[config.mk]
export PLATFORM = sky130hd
export DESIGN_NAME = vga_scan_gen
export DESIGN_NICKNAME = d
export VERILOG_FILES = /design/src/rtl/vga_scan_gen.sv
export SDC_FILE = /design/constraint.sdc
export NUM_CORES = 1
export LEC_CHECK = 0
export CAP_MARGIN = 10
export CORE_MARGIN = 3
export CORE_UTILIZATION = 30
export DETAILED_ROUTE_END_ITERATION = 8
export PLACE_DENSITY = 0.6
export SYNTH_ARGS = -nofsm -noshare
export SYNTH_HDL_FRONTEND = slang
export SYNTH_SLANG_ARGS = --single-unit
[constraint.sdc]
create_clock -name clk -period 2.05 [get_ports clk]
set_input_delay 0.3075 -clock clk [delete_from_list [all_inputs] [get_ports clk]]
set_output_delay 0.3075 -clock clk [all_outputs]
set_load 0.005 [all_outputs]
[src/rtl/vga_scan_gen.sv]
`default_nettype none
// +----------------------------------------------------------------------------+
// | vga_scan_gen : pixel-tick divider plus h/v raster counters with sync,      |
// |                video_on and frame_start decode for the renderers.          |
// | Revision 1.0 - initial release                                             |
// +----------------------------------------------------------------------------+
module vga_scan_gen #(
  parameter int CLK_DIV   = 4,
  parameter int H_VISIBLE = 640,
  parameter int H_FRONT   = 16,
  parameter int H_SYNC    = 96,
  parameter int H_BACK    = 48,
  parameter int V_VISIBLE = 480,
  parameter int V_FRONT   = 10,
  parameter int V_SYNC    = 2,
  parameter int V_BACK    = 33,
  parameter bit SYNC_POL  = 1'b0
) (
  input  logic       clk,
  input  logic       rst_n,
  output logic [9:0] x,
  output logic [9:0] y,
  output logic       pix_tick,
  output logic       video_on,
  output logic       hsync,
  output logic       vsync,
  output logic       frame_start
);

  localparam int H_TOTAL = H_VISIBLE + H_FRONT + H_SYNC + H_BACK;
  localparam int V_TOTAL = V_VISIBLE + V_FRONT + V_SYNC + V_BACK;

  generate
    if (H_TOTAL > 1024 || V_TOTAL > 1024) begin : g_bad_total
      $error("vga_scan_gen: H_TOTAL and V_TOTAL must not exceed 1024");
    end
    if (CLK_DIV < 1 || CLK_DIV > 16) begin : g_bad_div
      $error("vga_scan_gen: CLK_DIV must be in 1..16");
    end
  endgenerate

  localparam logic [3:0]  DIV_LAST = 4'(CLK_DIV - 1);
  localparam logic [9:0]  H_LAST   = 10'(H_TOTAL - 1);
  localparam logic [9:0]  V_LAST   = 10'(V_TOTAL - 1);
  // 11-bit bounds so a 1024-wide visible area still compares correctly
  localparam logic [10:0] H_VIS    = 11'(H_VISIBLE);
  localparam logic [10:0] HS_BEG   = 11'(H_VISIBLE + H_FRONT);
  localparam logic [10:0] HS_END   = 11'(H_VISIBLE + H_FRONT + H_SYNC);
  localparam logic [10:0] V_VIS    = 11'(V_VISIBLE);
  localparam logic [10:0] VS_BEG   = 11'(V_VISIBLE + V_FRONT);
  localparam logic [10:0] VS_END   = 11'(V_VISIBLE + V_FRONT + V_SYNC);

  logic [3:0]  div_q, div_d;
  logic [9:0]  hcount_q, hcount_d;
  logic [9:0]  vcount_q, vcount_d;
  logic [10:0] hc_ext, vc_ext;
  logic        h_last, v_last;

  assign hc_ext   = {1'b0, hcount_q};
  assign vc_ext   = {1'b0, vcount_q};
  assign h_last   = (hcount_q == H_LAST);
  assign v_last   = (vcount_q == V_LAST);
  assign pix_tick = (div_q == DIV_LAST);

  always_comb begin
    div_d    = pix_tick ? 4'd0 : div_q + 4'd1;
    hcount_d = hcount_q;
    vcount_d = vcount_q;
    if (pix_tick) begin
      if (h_last) begin
        hcount_d = 10'd0;
        vcount_d = v_last ? 10'd0 : vcount_q + 10'd1;
      end else begin
        hcount_d = hcount_q + 10'd1;
      end
    end
  end

  always_ff @(posedge clk or negedge rst_n) begin
    if (!rst_n) begin
      div_q    <= 4'd0;
      hcount_q <= 10'd0;
      vcount_q <= 10'd0;
    end else begin
      div_q    <= div_d;
      hcount_q <= hcount_d;
      vcount_q <= vcount_d;
    end
  end

  // All decodes come from registered counters only, so they hold for the pixel.
  assign x           = hcount_q;
  assign y           = vcount_q;
  assign video_on    = (hc_ext < H_VIS) && (vc_ext < V_VIS);
  assign hsync       = ((hc_ext >= HS_BEG) && (hc_ext < HS_END)) ? SYNC_POL : ~SYNC_POL;
  assign vsync       = ((vc_ext >= VS_BEG) && (vc_ext < VS_END)) ? SYNC_POL : ~SYNC_POL;
  assign frame_start = pix_tick && h_last && v_last;

endmodule
`default_nettype wire

Yosys cells after proc, flatten, opt, wreduce, memory -nomap -nowiden
Index checks and enable logic that the tools add are counted.

Output and inout port bits: 25. Register bits after elaboration: 24. Bits of input ports: 2.

$lt $le $gt $ge: 6. Muxes and demuxes: 5. Add/sub/neg operators: 3. Reductions and logical operators: 6. Eq/ne operators: 3.

Operator list (number): $add A10 B1 Y10 const B (2); $eq A10 B10 Y1 const B (2); $lt A10 B10 Y1 const B (2); $lt A10 B9 Y1 const B (2); $mux W10 (2); $ge A10 B10 Y1 const B (1); $ge A10 B9 Y1 const B (1); $logic_and A1 B1 Y1 (5); $add A4 B1 Y4 const B (1); $eq A4 B2 Y1 const B (1); $mux W4 (1); $mux W1 (2); $reduce_and A2 Y1 (1).

Logic depth before layout (Yosys ltp)
Depth in word-level cells: 3. Mapped depth: 6. Gate-level depth less buffers: 6.

Worst setup path before layout
OpenSTA, ideal clock, no wires.

Path type: register to register. From: register vcount_q[0] (netlist: y[0]). To: register vcount_q[4] (netlist: y[4]). Path slack: 443 ps. Arrival: 1542 ps. Stages on the path, launching flop included: 7. Path through: dfrtp_1 inv_1 ha_1 nor4bb_1 and4_1 or4_1 nand2_1.

Word-level cells in the longest chain between the ends: 2.

RTL lines: start: declaration (line 55) `logic [9:0] vcount_q, vcount_d;`; start signal: assignment (line 87) `vcount_q <= vcount_d;`; $add A10 B1 Y10 / $eq A10 B10 Y1 (equally long branches) (line 72, 62); $mux W10 * (line 72) `vcount_d = v_last ? 10'd0 : vcount_q + 10'd1;`.

Every way passes the cells marked *; elsewhere a longest branch is shown, timed or not. A chain may end at the register's enable or synchronous reset.

Final worst setup path
From: register div_q[1]. To: output port pix_tick.

Word-level cells in the longest chain between the ends: 1.

RTL lines: start: declaration (line 53) `logic [3:0] div_q, div_d;`; start signal: assignment (line 85) `div_q <= div_d;`; $eq A4 B2 Y1 (line 63) `assign pix_tick = (div_q == DIV_LAST);`; end: declaration (line 23) `output logic pix_tick,`.

Every way passes these cells.

==> qor.yml <==
critPathKind: "reg -> out"
power_per_cell_area_nw_per_um2: 475
tritoncts: "yes"
synthCells: 124
die_y_um: 72.0
status: "completed"
first_global_vias: 1139
drt_first_pass_iters: 4
track_usage_pct: 12.7
cp_data_arrival_time_ns: 1.67
io_pins: 27
synth_top_family_by_area: "simple AND/OR/NAND/NOR gates"
slew_violations: 0
route.detailed.drc: 0
place_hpwl_mm: 2.31
cts_buffer_depth: 2
initial_utilization_pct: 31.8
synth_xor_area_share_pct: 7.37
coreArea_sq_um: 4120
synth-compound-area-share_pct: 7.75
layout.nets: 184
ys_seq_area_share_pct: 45.9
clock.fmax_ghz: 0.506
synthSimpleGateAreaFrac_pct: 30.0
synthesis.nets: 131
reg2reg_slack_ns: 0.21
cts.sinks: 24
cap_violations: 0
ys_ff_latch: 24
ant_nets: 0
antenna_found_initial: 0
port_buffers: 26
rsz0062_at_grt: "false"
flow.area_growth_from_synthesis_pct: 44.2
clk_latency_ns: 0.27
place.gp.congestion: 0.855
maxSlewHeadroom_pct: 78.6
die_area_sq_um: 5190
grt_pass1_wl_mm: 5.26
die_w_um: 72.0
h-tree-depth: 1
setup_viol: 0
tightest_slew_ns: 0.319
power.total_mw: 0.896
leakage_nw: 0.830
crit_required_ns: 1.74
synth_fa_ha_area_share_pct: 4.78
end_kind: "primary output"
hold_violations: 0
min_period_ns: 1.97
fin_setup_tns_ns: 0
num_vias: 1124
clkSlewWorstSetupHoldPaths_ns: 0.09
yosysWarnings: 0
root_buffer: "clkbuf_8"
cts_buffers: 3
period_share_pct: 96.3
synthMuxAreaShare_pct: 1.53
cp-start-kind: "flip-flop"
wire_per_inst_um: 13.6
grt_max_degree: 25
first_iter_violations: 42
holdBufCountCts: 0
ys_types: 36
grt-ovfl-total: 0
utilization_pct: 45.8
hold_path_class: "in -> async"
drt_wl_total_mm: 3.08
fin_skew_ns: 0.0114
syn-cell-area_sq_um: 1310
via_per_inst: 4.97
avgSynthCellArea_sq_um: 10.5
antenna_cells: 0
cp_max_fo: 6
rows: 23
vdd_drop_max_mv: 0.319
drive_above_1_share_pct: 25.6
-- cell families after synthesis --
logic type,Yosys count
AOI/OAI and AO/OA,15
xor gates and xnor gates,11
adders and majority gates,5
buffers and inverters,7
DFF,24
muxes,2
and+or+nand+nor,60
-- cell usage after synthesis, drive strengths merged --
cell type,number,area [sq um]
and3b,1,8.76
o21ai,4,20.0
nand2b,1,6.26
or4,3,22.5
xor2,4,35.0
nor3b,1,18.8
dfrtp,24,601
o22ai,1,6.26
o2bb2ai,1,8.76
a22o,3,26.3
and3,3,18.8
and2,6,37.5
ha,5,62.6
mux2i,2,20.0
nand4,7,58.8
nand2,13,48.8
and4,2,17.5
nor4b,1,23.8
a21oi,2,10.0
or3,1,6.26
nor4,2,18.8
o21bai,3,22.5
buf,2,16.3
nor2,5,18.8
nor3,6,40.0
o31ai,1,7.51
nand3,6,30.0
xnor2,7,61.3
nor2b,1,6.26
inv,5,18.8
nor4bb,1,10.0
-- worst paths after layout --
kind	startpoint	to	cells past startpoint
max	div_q[1]$_DFF_PN0_	pix_tick	4
min	rst_n	y[3]$_DFFE_PN0P_	2
max reg2reg	x[5]$_DFFE_PN0N_	y[4]$_DFFE_PN0P_	6
min reg2reg	y[6]$_DFFE_PN0P_	y[6]$_DFFE_PN0P_	1
max in group asynchronous	rst_n	y[6]$_DFFE_PN0P_	2
min in group clk	y[6]$_DFFE_PN0P_	y[6]$_DFFE_PN0P_	1
-- state kept, by name, indices dropped and copies added (netlist names) --
| register | cells |
|---|---|
| y | 10 |
| x | 10 |
| div_q | 4 |
-- cells in the final DEF, fill, tap and decap left out, types with 3 or more instances in the layout --
cell type        count
clkdlybuf4s50_1     23
inv_1                5
a22o_1               3
clkbuf_8             3
nand2_1             13
ha_1                 4
nor3_1               4
nand4_1              6
nand3_1              6
and2_1               6
nor2_1               4
xnor2_1              7
dfrtp_1             19
or4_1                3
xor2_1               4
o21bai_1             3
dfrtp_2              5
buf_4               23
-- power by group --
group	leakage, nW	internal [mW]	switching (mW)	total [mW]
sequential	0.313	0.473	0	0.473
clock	0.0357	0.261	0.150	0.411
combinational	0.482	0.00293	0.00911	0.0120
total	0.830	0.737	0.159	0.896
-- critical path, stage by stage (launching register included) --
cell             delay (ns)
dfrtp_1                0.37
ha_2                   0.20
nor3b_4                0.21
buf_6                  0.14
clkdlybuf4s50_1        0.49
-- per-layer routing --
| layer | global-route usage (%) | part of all wire [%] | vias up |
|---|---|---|---|
| met5 | 0 | 0 | - |
| met4 | 5.01 | 1.3 | 0 |
| met3 | 2.63 | 3.4 | 4 |
| met2 | 21.2 | 49 | 21 |
| met1 | 16.1 | 46 | 546 |
| li1 | - | - | 553 |
-- repair_timing --
action	CTS	global route
pin swaps	4	3
gates resized for setup	10	9
buffers inserted	4	4
setup endpoints to repair	4	4
-- final cells by class --
type / count / area, sq um
sequential: 24 / 607
fill: 414 / 2230
timing repair buffer: 50 / 433
tap: 50 / 62.6
clock inverter: 1 / 30.0
clock buffer: 3 / 41.3
multi-input combinational: 93 / 693
inverter: 5 / 18.8
-- through the flow --
stage                     hold slack [ns]  area [sq um]  worst slack, ns  cells
final                               0.404          1890           0.0755    226
after global routing                0.436          1890           0.0104    226
after detailed placement            0.458          1730           0.0699    214
after global placement              0.448          1730            0.112    214
after floorplan                    0.0119          1310            0.443    124
after CTS                           0.415          1860          0.00394    222
Note: power is estimated with default switching activity, not from simulation.
